$ cat config.mk
export PLATFORM = sky130hd
export DESIGN_NAME = mdu_seq_flat
export DESIGN_NICKNAME = d
export VERILOG_FILES = /design/src/rtl/mdu_pkg.sv /design/src/rtl/mdu_seq_if.sv /design/src/rtl/mdu_negmag.sv /design/src/rtl/mdu_seq.sv /design/src/flat_wrapper.sv
export SDC_FILE = /design/constraint.sdc
export NUM_CORES = 1
export LEC_CHECK = 0
export CORE_MARGIN = 2
export CORE_UTILIZATION = 45
export DETAILED_ROUTE_END_ITERATION = 8
export GPL_ROUTABILITY_DRIVEN = 0
export PLACE_DENSITY_LB_ADDON = 0.08
export REMOVE_ABC_BUFFERS = 1
export SYNTH_ARGS = -nofsm -noshare
export SYNTH_HDL_FRONTEND = slang
export SYNTH_HIERARCHICAL = 1
export SYNTH_SLANG_ARGS = --single-unit
$ cat constraint.sdc
create_clock -name clk -period 5.6 [get_ports clk]
set_input_delay 0.84 -clock clk [delete_from_list [all_inputs] [get_ports clk]]
set_output_delay 0.84 -clock clk [all_outputs]
set_load 0.01 [all_outputs]
$ cat src/rtl/mdu_pkg.sv
// mdu_pkg: shared definitions for the iterative multiply/divide unit.
//   OP_MUL / OP_DIV  operation select values for the op input
//   state_e          FSM state encoding (IDLE / RUN / FIX)
//   twos_neg()       two's-complement negate on a MAX_W-bit carrier; callers
//                    truncate to their own width (valid for any width <= MAX_W)
package mdu_pkg;

  localparam logic OP_MUL = 1'b0;
  localparam logic OP_DIV = 1'b1;

  typedef enum logic [1:0] {
    IDLE = 2'd0,
    RUN  = 2'd1,
    FIX  = 2'd2
  } state_e;

  // Widest value ever negated is the 2N-bit product, so N may go up to 64.
  localparam int MAX_W = 128;
  typedef logic [MAX_W-1:0] wide_t;

  function automatic wide_t twos_neg(input wide_t x);
    return ~x + 1'b1;
  endfunction

endpackage

$ cat src/rtl/mdu_seq_if.sv
// mdu_seq_if: request/result bundle between the EX stage and mdu_seq.
//   master: start, op, sgn, a, b, hi_we, lo_we, wdata -> ; <- busy, done, dbz, hi, lo
//   slave : the mirror image, used by mdu_seq.
interface mdu_seq_if #(parameter int N = 32);
  logic         start;
  logic         op;
  logic         sgn;
  logic [N-1:0] a;
  logic [N-1:0] b;
  logic         hi_we;
  logic         lo_we;
  logic [N-1:0] wdata;
  logic         busy;
  logic         done;
  logic         dbz;
  logic [N-1:0] hi;
  logic [N-1:0] lo;

  modport master (
    output start, op, sgn, a, b, hi_we, lo_we, wdata,
    input  busy, done, dbz, hi, lo
  );

  modport slave (
    input  start, op, sgn, a, b, hi_we, lo_we, wdata,
    output busy, done, dbz, hi, lo
  );
endinterface

$ cat src/rtl/mdu_negmag.sv
// mdu_negmag: combinational conditional two's-complement negate.
//   neg  in  1  1 = output -val, 0 = output val
//   val  in  W  operand
//   res  out W  result
// Used both to take operand magnitudes and to re-apply result signs.
module mdu_negmag
  import mdu_pkg::*;
#(
  parameter int W = 32
) (
  input  logic         neg,
  input  logic [W-1:0] val,
  output logic [W-1:0] res
);

  always_comb begin
    res = neg ? W'(twos_neg(wide_t'(val))) : val;
  end

endmodule

$ cat src/rtl/mdu_seq.sv
// mdu_seq: iterative multiply/divide unit with HI/LO result registers.
//   clk    in   rising-edge clock
//   rst_n  in   asynchronous reset, active low
//   bus    slave modport of mdu_seq_if:
//            start/op/sgn/a/b   launch MULT(U)/DIV(U) (sampled in IDLE only)
//            hi_we/lo_we/wdata  MTHI/MTLO (IDLE only)
//            busy/done/dbz      handshake; done and dbz are one-cycle pulses
//            hi/lo              mult: product high/low; div: remainder/quotient
// One radix-2 step per cycle on unsigned magnitudes (shift-add / restoring),
// sign correction in FIX. Result is visible N+1 cycles after the start edge.
// Build option: define MDU_DIV_EN to include the divider. Without it, a divide
// request raises busy for one cycle, then pulses done+dbz with HI/LO untouched.
module mdu_seq
  import mdu_pkg::*;
#(
  parameter int N = 32
) (
  input logic       clk,
  input logic       rst_n,
  mdu_seq_if.slave  bus
);

  localparam int CW = $clog2(N + 1);

  state_e          state_q, state_d;
  logic [CW-1:0]   cnt_q, cnt_d;
  logic [2*N-1:0]  acc_q, acc_d;
  logic [N-1:0]    opd_q, opd_d;     // multiplicand or divisor magnitude
  logic            sgn_p_q, sgn_p_d; // product / quotient sign
  logic            busy_q, busy_d;
  logic            done_q, done_d;
  logic            dbz_q, dbz_d;
  logic [N-1:0]    hi_q, hi_d;
  logic [N-1:0]    lo_q, lo_d;
`ifdef MDU_DIV_EN
  logic            op_q, op_d;
  logic            sgn_r_q, sgn_r_d; // remainder sign
  logic            dz_q, dz_d;       // divisor was zero
`else
  logic            pend_q, pend_d;   // divide request awaiting its dbz reply
`endif

  logic [N-1:0]    mag_a, mag_b;
  logic [2*N-1:0]  fix_p;
  logic [N:0]      mul_sum;
  logic [2*N-1:0]  mul_nxt;

  mdu_negmag #(.W(N)) u_abs_a (
    .neg (bus.sgn & bus.a[N-1]),
    .val (bus.a),
    .res (mag_a)
  );

  mdu_negmag #(.W(N)) u_abs_b (
    .neg (bus.sgn & bus.b[N-1]),
    .val (bus.b),
    .res (mag_b)
  );

  mdu_negmag #(.W(2*N)) u_fix_p (
    .neg (sgn_p_q),
    .val (acc_q),
    .res (fix_p)
  );

  // Shift-add: acc = {partial product, remaining multiplier bits}.
  always_comb begin
    mul_sum = {1'b0, acc_q[2*N-1:N]} + (acc_q[0] ? {1'b0, opd_q} : '0);
    mul_nxt = {mul_sum, acc_q[N-1:1]};
  end

`ifdef MDU_DIV_EN
  logic [N-1:0]    fix_r, fix_q;
  logic [N:0]      div_sh;
  logic            div_ok;
  logic [N-1:0]    div_diff;
  logic [2*N-1:0]  div_nxt;

  mdu_negmag #(.W(N)) u_fix_r (
    .neg (sgn_r_q),
    .val (acc_q[2*N-1:N]),
    .res (fix_r)
  );

  mdu_negmag #(.W(N)) u_fix_q (
    .neg (sgn_p_q),
    .val (acc_q[N-1:0]),
    .res (fix_q)
  );

  // Restoring: acc = {partial remainder, dividend bits -> quotient bits}.
  // The true difference is below the divisor, so N bits of it suffice.
  always_comb begin
    div_sh   = {acc_q[2*N-1:N], acc_q[N-1]};
    div_ok   = (div_sh >= {1'b0, opd_q});
    div_diff = div_sh[N-1:0] - opd_q;
    div_nxt  = div_ok ? {div_diff, acc_q[N-2:0], 1'b1}
                      : {div_sh[N-1:0], acc_q[N-2:0], 1'b0};
  end
`endif

  always_comb begin
    state_d = state_q;
    cnt_d   = cnt_q;
    acc_d   = acc_q;
    opd_d   = opd_q;
    sgn_p_d = sgn_p_q;
    busy_d  = busy_q;
    done_d  = 1'b0;
    dbz_d   = 1'b0;
    hi_d    = hi_q;
    lo_d    = lo_q;
`ifdef MDU_DIV_EN
    op_d    = op_q;
    sgn_r_d = sgn_r_q;
    dz_d    = dz_q;
`else
    pend_d  = 1'b0;
`endif
    case (state_q)
      IDLE: begin
`ifndef MDU_DIV_EN
        if (pend_q) begin
          busy_d = 1'b0;
          done_d = 1'b1;
          dbz_d  = 1'b1;
        end else begin
`endif
          if (bus.hi_we) hi_d = bus.wdata;
          if (bus.lo_we) lo_d = bus.wdata;
          if (bus.start) begin
            busy_d  = 1'b1;
            cnt_d   = '0;
            sgn_p_d = bus.sgn & (bus.a[N-1] ^ bus.b[N-1]);
`ifdef MDU_DIV_EN
            state_d = RUN;
            op_d    = bus.op;
            sgn_r_d = bus.sgn & bus.a[N-1];
            dz_d    = (bus.b == '0);
            if (bus.op == OP_DIV) begin
              opd_d = mag_b;
              acc_d = {{N{1'b0}}, mag_a};
            end else begin
              opd_d = mag_a;
              acc_d = {{N{1'b0}}, mag_b};
            end
`else
            if (bus.op == OP_DIV) begin
              pend_d = 1'b1;
            end else begin
              state_d = RUN;
              opd_d   = mag_a;
              acc_d   = {{N{1'b0}}, mag_b};
            end
`endif
          end
`ifndef MDU_DIV_EN
        end
`endif
      end
      RUN: begin
`ifdef MDU_DIV_EN
        acc_d = (op_q == OP_DIV) ? div_nxt : mul_nxt;
`else
        acc_d = mul_nxt;
`endif
        cnt_d = cnt_q + 1'b1;
        if (cnt_q == CW'(N - 1)) state_d = FIX;
      end
      FIX: begin
        state_d = IDLE;
        busy_d  = 1'b0;
        done_d  = 1'b1;
`ifdef MDU_DIV_EN
        if (op_q == OP_DIV) begin
          // Zero divisor leaves the dividend as remainder, so fix_r is the original a.
          hi_d  = fix_r;
          lo_d  = dz_q ? '1 : fix_q;
          dbz_d = dz_q;
        end else begin
          {hi_d, lo_d} = fix_p;
        end
`else
        {hi_d, lo_d} = fix_p;
`endif
      end
      default: state_d = IDLE;
    endcase
  end

  always_ff @(posedge clk or negedge rst_n) begin
    if (!rst_n) begin
      state_q <= IDLE;
      cnt_q   <= '0;
      acc_q   <= '0;
      opd_q   <= '0;
      sgn_p_q <= 1'b0;
      busy_q  <= 1'b0;
      done_q  <= 1'b0;
      dbz_q   <= 1'b0;
      hi_q    <= '0;
      lo_q    <= '0;
`ifdef MDU_DIV_EN
      op_q    <= 1'b0;
      sgn_r_q <= 1'b0;
      dz_q    <= 1'b0;
`else
      pend_q  <= 1'b0;
`endif
    end else begin
      state_q <= state_d;
      cnt_q   <= cnt_d;
      acc_q   <= acc_d;
      opd_q   <= opd_d;
      sgn_p_q <= sgn_p_d;
      busy_q  <= busy_d;
      done_q  <= done_d;
      dbz_q   <= dbz_d;
      hi_q    <= hi_d;
      lo_q    <= lo_d;
`ifdef MDU_DIV_EN
      op_q    <= op_d;
      sgn_r_q <= sgn_r_d;
      dz_q    <= dz_d;
`else
      pend_q  <= pend_d;
`endif
    end
  end

  assign bus.busy = busy_q;
  assign bus.done = done_q;
  assign bus.dbz  = dbz_q;
  assign bus.hi   = hi_q;
  assign bus.lo   = lo_q;

endmodule

$ cat src/flat_wrapper.sv
// flat-port wrapper written by rule: the top's interface ports become plain ports
module mdu_seq_flat import mdu_pkg::*;
#(
  parameter int N = 32
)
  (clk, rst_n, bus_start, bus_op, bus_sgn, bus_a, bus_b, bus_hi_we, bus_lo_we, bus_wdata, bus_busy, bus_done, bus_dbz, bus_hi, bus_lo);
  mdu_seq_if #(.N(N)) bus_i ();
  input logic clk;
  input logic rst_n;
  input wire logic [$bits(bus_i.start)-1:0] bus_start;
  input wire logic [$bits(bus_i.op)-1:0] bus_op;
  input wire logic [$bits(bus_i.sgn)-1:0] bus_sgn;
  input wire logic [$bits(bus_i.a)-1:0] bus_a;
  input wire logic [$bits(bus_i.b)-1:0] bus_b;
  input wire logic [$bits(bus_i.hi_we)-1:0] bus_hi_we;
  input wire logic [$bits(bus_i.lo_we)-1:0] bus_lo_we;
  input wire logic [$bits(bus_i.wdata)-1:0] bus_wdata;
  output wire logic [$bits(bus_i.busy)-1:0] bus_busy;
  output wire logic [$bits(bus_i.done)-1:0] bus_done;
  output wire logic [$bits(bus_i.dbz)-1:0] bus_dbz;
  output wire logic [$bits(bus_i.hi)-1:0] bus_hi;
  output wire logic [$bits(bus_i.lo)-1:0] bus_lo;
  assign bus_i.start = bus_start;
  assign bus_i.op = bus_op;
  assign bus_i.sgn = bus_sgn;
  assign bus_i.a = bus_a;
  assign bus_i.b = bus_b;
  assign bus_i.hi_we = bus_hi_we;
  assign bus_i.lo_we = bus_lo_we;
  assign bus_i.wdata = bus_wdata;
  assign bus_busy = bus_i.busy;
  assign bus_done = bus_i.done;
  assign bus_dbz = bus_i.dbz;
  assign bus_hi = bus_i.hi;
  assign bus_lo = bus_i.lo;
  mdu_seq #(.N(N)) u_core (.clk(clk), .rst_n(rst_n), .bus(bus_i));
endmodule
# ---- Word-level counts from Yosys, hierarchy flattened
# Index checks and enable logic that the tools add are counted.
dict set report totals {
  ff_bits 173
  wordCells 78
  out_inout_bits 67
  in_bits 103
}
dict set report op_classes {
  reduce_logical 11
  muxes 32
  n_eq_ne 10
  n_addsub 5
  n_bitwise 9
}
# op n
set op_table {}
lappend op_table {{$mux W64} 4}
lappend op_table {{$mux W32} 7}
lappend op_table {{$pmux W32 S2} 2}
lappend op_table {{$pmux W64 S2} 1}
lappend op_table {{$add A32 B1 Y32 const B} 2}
lappend op_table {{$add A64 B1 Y64 const B} 1}
lappend op_table {{$not A32 Y32} 2}
lappend op_table {{$not A64 Y64} 1}
lappend op_table {{$add A32 B33 Y33} 1}
lappend op_table {{$mux W6} 2}
lappend op_table {{$pmux W6 S2} 1}
lappend op_table {{$reduce_and A3 Y1} 4}
lappend op_table {{$reduce_and A4 Y1} 3}
lappend op_table {{$ne A2 B2 Y1 const B} 5}
lappend op_table {{$mux W1} 8}
lappend op_table {{$mux W2} 4}
lappend op_table {{$add A6 B1 Y6 const B} 1}
lappend op_table {{$eq A6 B5 Y1 const B} 1}
lappend op_table {{$pmux W1 S2} 2}
lappend op_table {{$pmux W2 S2} 1}
lappend op_table {{$reduce_bool A2 Y1} 2}
lappend op_table {{$and A1 B1 Y1} 3}
lappend op_table {{$ne A3 B2 Y1 const B} 1}
lappend op_table {{$eq A2 B1 Y1 const B} 1}
lappend op_table {{other kinds (6)} 7}

# ---- Logic depth before layout (Yosys ltp)
dict set report logic_depth {
  word_depth 7
  depth_mapped 13
  mapped_depth_nobuf 12
}

# ---- By module
# The synthesis kept the hierarchy.
# module instances seq_area_each_um2 cells_per_inst area_each_um2
set by_module_without_submodules {}
lappend by_module_without_submodules {mdu_seq 1 4329.2 957 9130.0}
lappend by_module_without_submodules {{mdu_negmag at u_core.u_fix_p} 1 0.0 206 1649.1}
lappend by_module_without_submodules {{mdu_negmag at u_core.u_abs_a ...} 2 0.0 99 777.0}

# ---- Worst setup path after synthesis
# Ideal clock, no wire load.
dict set report synth_path {
  kind {register to register}
  startpoint {register u_core.acc_q[0]}
  endpoint {register u_core.acc_q[59]}
  setup_time_ps 130
  arrival_ps 2581
  stages_incl_launch_ff 14
  path_slack_ps 2890
  synth_period_minus_slack_ps 2710
  required_time_ps 5470
  path_cell_list {dfrtp_1 > clkbuf_1 > and2_1 > ha_1 > inv_1 > fa_1 > nor2b_1 > o211ai_1 > o2bb2ai_1 > o31ai_1 > o21a_2 > a21boi_1 > xor2_1 > o21ai_1}
}
dict set report synth_between {
  elab_chain_len 3
}
# item line_no
set synth_rtl {}
lappend synth_rtl {{start, declared} mdu_seq.sv:27} ;# logic [2*N-1:0] acc_q, acc_d;
lappend synth_rtl {{start signal, assigned} mdu_seq.sv:195} ;# acc_q <= '0;
lappend synth_rtl {{start signal, assigned} mdu_seq.sv:213} ;# acc_q <= acc_d;
lappend synth_rtl {{$mux W32} mdu_seq.sv:68} ;# mul_sum = {1'b0, acc_q[2*N-1:N]} + (acc_q[0] ? {1'b0, opd_q} : '0);
lappend synth_rtl {{$add A32 B33 Y33} mdu_seq.sv:68}
lappend synth_rtl {{$pmux W64 S2} mdu_seq.sv:120} ;# case (state_q)
# Every way passes these cells.
# A chain may end at the register's enable or synchronous reset.

# ---- Final worst setup path
# Same ends and word-level chain as after synthesis.

==> impl.org <==
** Synth
- Ys flop type :: sky130_fd_sc_hd__dfrtp_1
- Count of flip-flops with a built-in enable after synthesis :: 0
- During synthesis, Yosys emitted a total of 6 warnings.
- Sequential cell area fraction in the yosys report :: 0.351
- Most area-consuming cells after synthesis :: sky130_fd_sc_hd__dfrtp_1, sky130_fd_sc_hd__xnor2_1, sky130_fd_sc_hd__o21ai_0
- Library cell occupying the most area in the post-synthesis netlist :: sky130_fd_sc_hd__dfrtp_1
- After synthesis the cells add up to roughly 12000 µm².
- Yosys reg bits :: between 150 and 200
- Counting flops with an async set or reset pin after synthesis yields a share of 1.00.
- Synthesis produced a netlist whose cell count is 1361.
- Count of cell types in the netlist :: 85
- The share of synthesized area in the top cell type comes to 0.351.
- Per-instance average area after synthesis :: just over 9 µm²

** Floorplan
- The floorplan has 60 rows.
- Width of the die :: roughly 170 µm
- Starting density of the core :: 0.458
- The floorplan step defined a core boundary enclosing 27000 µm².
- Die Y-Extent :: approximately 170 µm
- Die footprint :: 28700 µm²
- Total I/O pin count :: 170

** Route
- After detailed routing, the number of remaining DRC violations is 0.
- The routed design has 33800 µm of wire.
- The first detailed-routing pass ran for 5 iterations.
- The detail route stage leaves a number of antenna-violating nets equal to 0.
- Routed length per instance :: 18.3 µm
- For this block, the initial DRC count from the detailed router was 739.
- Using the TritonRoute via totals, the vias-per-cell ratio works out to 5.63.
- Detailed routing inserted a total of approximately 10000 vias.

** GRT
- Via count of the first global-routing pass :: roughly 10000
- GRT met1 Usage :: 0.333
- For met2 alone, demand over resource in global routing was 0.387.
- Overflow left after global routing :: 0
- For met3 alone, demand over resource in global routing was 0.0278.
- The first global-routing pass estimated 53900 µm of wire.
- The initial antenna violation count was 1.
- Entering global routing, the biggest net connects 89 pins.
- Aggregate global-route resource usage :: 0.236
- Busiest grt layer :: met2

** Worst setup path
- Largest driver fanout on the critical path :: 38
- Worst stage delay on the critical path :: 480 ps
- Element type at the critical path start :: register
- Master of the slowest instance on the critical path :: sky130_fd_sc_hd__o31ai_1
- Required @ worst endpoint :: roughly 5900 ps
- Startpoint-to-endpoint class of the critical path :: reg -> reg
- Data on the critical path arrives at its endpoint at 3490 ps.
- Critical Path Sink Type :: register
- Critical path cell sequence :: buf_4 > and2_1 > ha_1 > inv_1 > fa_1 > nor2b_1 > o211ai_1 > o2bb2ai_1 > o31ai_1 > o21a_2 > a21boi_1 > xor2_1 > o21ai_1

** Clock network
- Clock transition time at the flip-flop clock pins of the worst setup and hold paths :: around 70 ps
- The clock passes through at most 2 buffers.
- Clock latency on the worst-skew pair, taken at its later pin, is ~420 ps.
- The cell sitting at the root of the clock tree is a sky130_fd_sc_hd__clkbuf_16.
- TritonCTS built the clock tree.
- Deepest level of the CTS H-tree :: 4
- The clock net in this run drives a total of 173 sinks.
- Post-CTS Setup Repair Bufs :: 0
- Total CTS buffers :: 17
- Total of cells resized after clock tree synthesis :: 0
- Post-cts hold buffer count :: 0

** STA
- The routed design could run at a clock period as short as roughly 3200 ps.
- Worst-margin pin slew :: about 1200 ps
- Max Clock Skew :: roughly 11 ps
- The number of slew-limit violations in the final report is 0.
- Achievable clock frequency :: slightly above 0.3 GHz
- Max-slew headroom at the worst pin :: 0.206
- Period utilisation layout :: 0.574
- Setup violations remaining at the end of the flow were counted as 0.
- Setup total negative slack :: 0 ps
- Setup repair after global routing left no endpoint under its margin.
- Number of hold violations in the final report :: 0

** Power
- Cell Pwr Density :: 519 nW/µm²
- Post-layout power :: between 7000 and 8000 µW
- Peak supply drop :: 0.207 mV
- Summed over all cells, the static leakage comes to approximately 0.0056 µW.

** Run
- Maximum capacitance violations :: 0

** Placed design
- Buffers placed on the I/O ports in this run total roughly 170.
- Detailed placement HPWL :: around 26000 µm

** Run status
- The run finished with clean final reports.

** Worst hold path
- The min-delay analysis places its worst path in the category in -> async.

** Cells and area
- Fraction of final layout cells sized beyond drive strength 1 :: 0.106
- Net total in the final layout :: around 1600
- The area growth from synthesis to layout is 20.6%.
- Utilization after layout :: 0.552
==> cells in the mapped netlist (4+ instances only) <==
cell,count
sky130_fd_sc_hd__a21o_1,8
sky130_fd_sc_hd__a21oi_1,102
sky130_fd_sc_hd__and2_1,35
sky130_fd_sc_hd__buf_1,7
sky130_fd_sc_hd__buf_2,9
sky130_fd_sc_hd__buf_4,4
sky130_fd_sc_hd__clkbuf_1,48
sky130_fd_sc_hd__dfrtp_1,173
sky130_fd_sc_hd__ha_1,36
sky130_fd_sc_hd__inv_1,18
sky130_fd_sc_hd__mux2_2,32
sky130_fd_sc_hd__mux2i_1,33
sky130_fd_sc_hd__nand2_1,190
sky130_fd_sc_hd__nand2b_1,15
sky130_fd_sc_hd__nand3_1,13
sky130_fd_sc_hd__nand3_2,4
sky130_fd_sc_hd__nand4_1,14
sky130_fd_sc_hd__nor2_1,24
sky130_fd_sc_hd__nor2b_1,44
sky130_fd_sc_hd__nor3_1,10
sky130_fd_sc_hd__nor4_1,6
sky130_fd_sc_hd__nor4_4,10
sky130_fd_sc_hd__o211ai_1,5
sky130_fd_sc_hd__o21ai_0,169
sky130_fd_sc_hd__o21ai_1,8
sky130_fd_sc_hd__o21bai_1,5
sky130_fd_sc_hd__o31ai_1,43
sky130_fd_sc_hd__o31ai_2,9
sky130_fd_sc_hd__o41ai_1,18
sky130_fd_sc_hd__o41ai_2,12
sky130_fd_sc_hd__or2_2,8
sky130_fd_sc_hd__or2b_1,4
sky130_fd_sc_hd__or3_1,13
sky130_fd_sc_hd__or4_1,8
sky130_fd_sc_hd__or4_4,6
sky130_fd_sc_hd__xnor2_1,133
sky130_fd_sc_hd__xor2_1,19
==> area by class of cell <==
type | count | area (µm²)
Clock buffer | 19 | 443
Tap cell | 341 | 427
Multi-Input combinational cell | 1100 | 7680
Fill cell | 2543 | 12100
Sequential cell | 173 | 4330
Timing Repair Buffer | 180 | 1780
Clock inverter | 12 | 139
Inverter | 19 | 71.3
Antenna cell | 1 | 2.50
==> logic make-up after synthesis <==
kind of cell | synth area share
compound gates | 0.215
xor+xnor | 0.108
fa+ha+maj | 0.0381
buf+inv | 0.0295
flops | 0.351
mux | 0.0560
simple gates | 0.202
==> critical path: cells and delay by family (launching register included) <==
kind | cells | cell delay [ps]
compound gates | 6 | 1260
fa+ha+maj | 2 | 570
simple gates | 2 | 380
buf+inv | 2 | 350
flops | 1 | 330
xor+xnor | 1 | 150
==> state kept, by name, indices dropped and copies added (netlist names) <==
register         cells
u_core/acc_q        64
u_core/bus.hi       32
u_core/bus.lo       32
u_core/opd_q        32
u_core/cnt_q         6
u_core/state_q       2
u_core/bus.busy      1
u_core/bus.dbz       1
u_core/bus.done      1
u_core/pend_q        1
u_core/sgn_p_q       1
==> final timing paths <==
path	from	to	slack [ps]	cells after the start
worst max-delay path	u_core/acc_q[0]	u_core/acc_q[59]	2390	13
worst min-delay path	rst_n	u_core/acc_q[5]	470	1
worst max register to register	u_core/acc_q[0]	u_core/acc_q[59]	2390	13
worst min register to register	u_core/bus.lo[12]	u_core/bus.lo[12]	480	2
max in group asynchronous	rst_n	u_core/sgn_p_q	3960	2
min in group clk	u_core/bus.lo[12]	u_core/bus.lo[12]	480	2
==> report_power, final <==
group | switching [µW] | leakage, µW | total [µW] | internal (µW)
registers | 677 | 0.00213 | 2540 | 1870
clock network | 529 | 0.000272 | 1200 | 672
logic | 2110 | 0.00318 | 3980 | 1870
==> layer usage <==
metal	share of wire	routed length, µm
met5	0	0
met4	0.013	450
met3	0.036	1220
met2	0.47	15800
met1	0.48	16300
==> cell usage in the layout, fill, tap and decap left out, types with 4 or more instances in the layout <==
master	instances
sky130_fd_sc_hd__clkbuf_16	17
sky130_fd_sc_hd__mux2i_1	33
sky130_fd_sc_hd__nand3_1	13
sky130_fd_sc_hd__nor4_1	6
sky130_fd_sc_hd__dfrtp_1	172
sky130_fd_sc_hd__o31ai_2	9
sky130_fd_sc_hd__inv_1	18
sky130_fd_sc_hd__buf_4	11
sky130_fd_sc_hd__ha_1	36
sky130_fd_sc_hd__xnor2_1	133
sky130_fd_sc_hd__o211ai_1	5
sky130_fd_sc_hd__o21ai_1	6
sky130_fd_sc_hd__o31ai_1	43
sky130_fd_sc_hd__or4_4	6
sky130_fd_sc_hd__clkinvlp_4	4
sky130_fd_sc_hd__nor4_4	11
sky130_fd_sc_hd__nand3_2	4
sky130_fd_sc_hd__or3_1	13
sky130_fd_sc_hd__nand2_1	190
sky130_fd_sc_hd__and2_1	35
sky130_fd_sc_hd__clkdlybuf4s50_1	168
sky130_fd_sc_hd__or2_2	8
sky130_fd_sc_hd__or4_1	8
sky130_fd_sc_hd__o41ai_1	18
sky130_fd_sc_hd__or2b_1	4
sky130_fd_sc_hd__a21oi_1	102
sky130_fd_sc_hd__nor2b_1	43
sky130_fd_sc_hd__o21ai_0	169
sky130_fd_sc_hd__nor2_1	24
sky130_fd_sc_hd__nor3_1	10
sky130_fd_sc_hd__o21bai_1	5
sky130_fd_sc_hd__mux2_2	32
sky130_fd_sc_hd__nand2b_1	13
sky130_fd_sc_hd__o41ai_2	12
sky130_fd_sc_hd__xor2_1	19
sky130_fd_sc_hd__a21o_1	8
sky130_fd_sc_hd__nand4_1	14
==> stage by stage <==
step / cell area [µm²] / setup WS [ps] / std cells / hold WS (ps)
floorplan: 12000 / 1310 / 1292 / 472
global placement: 14300 / 2210 / 1813 / 460
detailed placement: 14300 / 2260 / 1813 / 470
CTS: 14900 / 2390 / 1844 / 485
global route: 14900 / 2120 / 1845 / 514
finish: 14900 / 2390 / 1845 / 468
Power figures use the tool's default switching activity.
==> RTL edit, RTL diff (same flow settings) <==
Add a define of `MDU_DIV_EN`.
--- a/src/rtl/mdu_seq.sv
+++ b/src/rtl/mdu_seq.sv
@@ -10,6 +10,8 @@
 // sign correction in FIX. Result is visible N+1 cycles after the start edge.
 // Build option: define MDU_DIV_EN to include the divider. Without it, a divide
 // request raises busy for one cycle, then pulses done+dbz with HI/LO untouched.
+`define MDU_DIV_EN
+
 module mdu_seq
   import mdu_pkg::*;
 #(
Formal check against the unedited RTL: not equivalent (Yosys sat finds a counterexample within 4 cycles, from zero or initial values and one cycle with rst_n low).
==> RTL edit against the unedited design <==
Worst hold slack got worse by 180 ps. Cell area rose by 38%. Setup slack got worse by 720 ps. Power rose by 69%. Routed wire length rose by 75%. Sequential cell count rose by 2. Area after synthesis rose by 44%. Non-clock buffer count rose by 12. Largest power group unchanged.
==> RTL edit: results (changes against the unedited design) <==
Synth
  • Yosys warns: 6 (unchanged)
  • Largest cells by area after synthesis: dfrtp_1 (25%), xnor2_1 (10%), mux2i_1 (6.6%) (was dfrtp_1 (35%), xnor2_1 (9.4%), o21ai_0 (6.9%))
  • Register area share after synthesis: 0.246 (was 0.351)
  • Mux share of post-synthesis cell area: 0.0867 (was 0.0560)
  • Adder-cell share of the synthesized area: 0.0515 (was 0.0381)
  • Synthesized area per cell: 8.05 µm² (was 9.06 µm²)
  • Synth top cells by count: nand2_1 (257), o21ai_0 (231), xnor2_1 (204) (was nand2_1 (190), dfrtp_1 (173), o21ai_0 (169))
  • FFs w/ async S/R, synth: 1.00 (unchanged)
  • Post-synthesis compound-gate area fraction: 0.249 (was 0.215)
  • XOR/XNOR share of the synthesized area: 0.111 (was 0.108)
  • Synth cell types: 83 (was 85)
  • Most used flip-flop cell after synthesis: dfrtp_1 (unchanged)

Drt
  • Starting DRC count in detailed routing: 1207 (was 739)
  • Wirelength per Cell: 21.0 µm (was 18.3 µm)
  • Pre-Repair DR Iteration Count: 5 (unchanged)
  • Avg Vias per Cell: 6.08 (was 5.63)

Worst setup path
  • Reg2reg setup slack: 1670 ps (was 2390 ps)
  • Reg2reg path depth: 12 (was 13)
  • CP Max Fanout: 27 (was 38)
  • Worst Setup SP: u_core/acc_q[0]$_DFFE_PN0P_ (unchanged)
  • Setup crit end: u_core/acc_q[61]$_DFFE_PN0P_ (was u_core/acc_q[59]$_DFFE_PN0P_)
  • Worst EP arrival: 4270 ps (was 3490 ps)

Clock network
  • Post-CTS sizing: 0 (unchanged)
  • Number of post-CTS setup repair buffers: 0 (unchanged)
  • Clock Tree Buf Depth: 2 (unchanged)
  • H-tree depth reported by CTS: 4 (unchanged)
  • CTS root buf: clkbuf_16 (unchanged)
  • Clock transition at path regs: 70 ps (about the same)
  • TritonCTS buffer count: 17 (unchanged)
  • Worst-Skew Late Latency: 470 ps (was 420 ps)

Power
  • P_leak: 0.00798 µW (was 0.00558 µW)
  • Peak VDD IR: 0.659 mV (was 0.207 mV)

Final layout
  • Diode count: 0 (was 1)
  • Largest register by flop count: u_core/acc_q (unchanged)
  • Share of layout cells above drive strength 1: 0.0774 (was 0.106)
  • Final net count: 2463 (was 1631)
  • Max reg flops: 64 (unchanged)
  • Layout Cells excl Fill: 2819 (was 1845)

Global routing
  • First-pass GRT wire length: 93100 µm (was 53900 µm)
  • Largest net degree at the start of global routing: 138 (was 89)
  • Initial antenna violation count: 1 (unchanged)
  • Number of global-route vias before repair: 16400 (was 10000)
  • Gr usage total: 0.287 (was 0.236)

Placed design
  • Port Buffers: 169 (unchanged)
  • Placed cell area: 0.0198 mm² (was 0.0143 mm²)
  • HPWL Detailed: 44900 µm (was 25600 µm)

Status
  • Outcome: complete, no violations (unchanged)

STA
  • Final clock skew: 13.9 ps (was 10.8 ps)
  • Slew at the pin closest to its max-slew limit: 1170 ps (was 1190 ps)

Worst hold path
  • Worst min path class: in2async (unchanged)
-- RTL edit: cell types whose count changed after synthesis, sizes merged, moves of 32 or more --
cell	delta
mux2i	+84
ha	+34
o21ai	+61
a21oi	+52
xnor2	+71
nand2	+67
nor2	+112
inv	+48
clkbuf	+41
o22ai	+32
-- RTL edit: final cells by class --
class | instances | area, µm²
timing repair buffer | 192 | 1880
clock buffer | 19 | 453
inverter | 66 | 248
tap | 518 | 648
clock inverter | 13 | 185
multi-input combinational | 1836 | 12700
sequential | 175 | 4380
fill | 3736 | 18400
-- RTL edit: cell families (layout without fill, tap and decap cells) --
| family | count (synthesis) | in the layout |
|---|---|---|
| adders and majority gates | 72 | 72 |
| muxes | 150 | 150 |
| and+or+nand+nor | 702 | 702 |
| AOI/OAI and AO/OA | 687 | 687 |
| DFF | 175 | 175 |
| xor gates and xnor gates | 225 | 225 |
| buffers and inverters | 199 | 290 |
-- RTL edit: worst min path at each step --
stage                                  startpoint                            end  slack (ps)  cells past startpoint
global placement    u_core/bus.lo[30]$_DFFE_PN0P_  u_core/bus.lo[30]$_DFFE_PN0P_         460                      2
CTS                                         rst_n   u_core/acc_q[56]$_DFFE_PN0P_         290                      1
detailed placement    u_core/bus.busy$_DFFE_PN0P_    u_core/bus.busy$_DFFE_PN0P_         470                      2
finish                                      rst_n   u_core/acc_q[56]$_DFFE_PN0P_         280                      1
global route                                rst_n   u_core/acc_q[56]$_DFFE_PN0P_         300                      1
floorplan                 u_core/dz_q$_DFFE_PN0P_        u_core/dz_q$_DFFE_PN0P_         450                      2
-- RTL edit: worst max-delay path: stages (launching register included) --
cell and delay, ps:
dfrtp_1 730, buf_4 380, and2_1 170, ha_1 280, a21oi_1 220, nand2_1 80
a21o_1 180, a21oi_1 430, a21oi_1 140, or4_1 610, a31oi_1 250, mux2i_1 230
o211ai_1 100
-- RTL edit: power by group --
part	switching (µW)	internal [µW]	total [µW]	leakage, µW
sequential	1260	1870	3130	0.00220
clock	576	773	1350	0.000310
combinational	4710	3880	8590	0.00547
-- RTL edit: per-stage QoR --
stage               worst slack [ps]  power (µW)
floorplan                        499        8980
global placement                1850       11500
detailed placement              1790       11600
CTS                             1740       13000
global route                    1510       14200
finish                          1670       13100
-- RTL edit: per-layer routing --
metal	up-vias	part of all wire	GRT usage
met5	-	0	0
met4	0	0.026	0.0847
met3	76	0.058	0.0393
met2	548	0.46	0.462
met1	8295	0.46	0.402
li1	8211	-	-
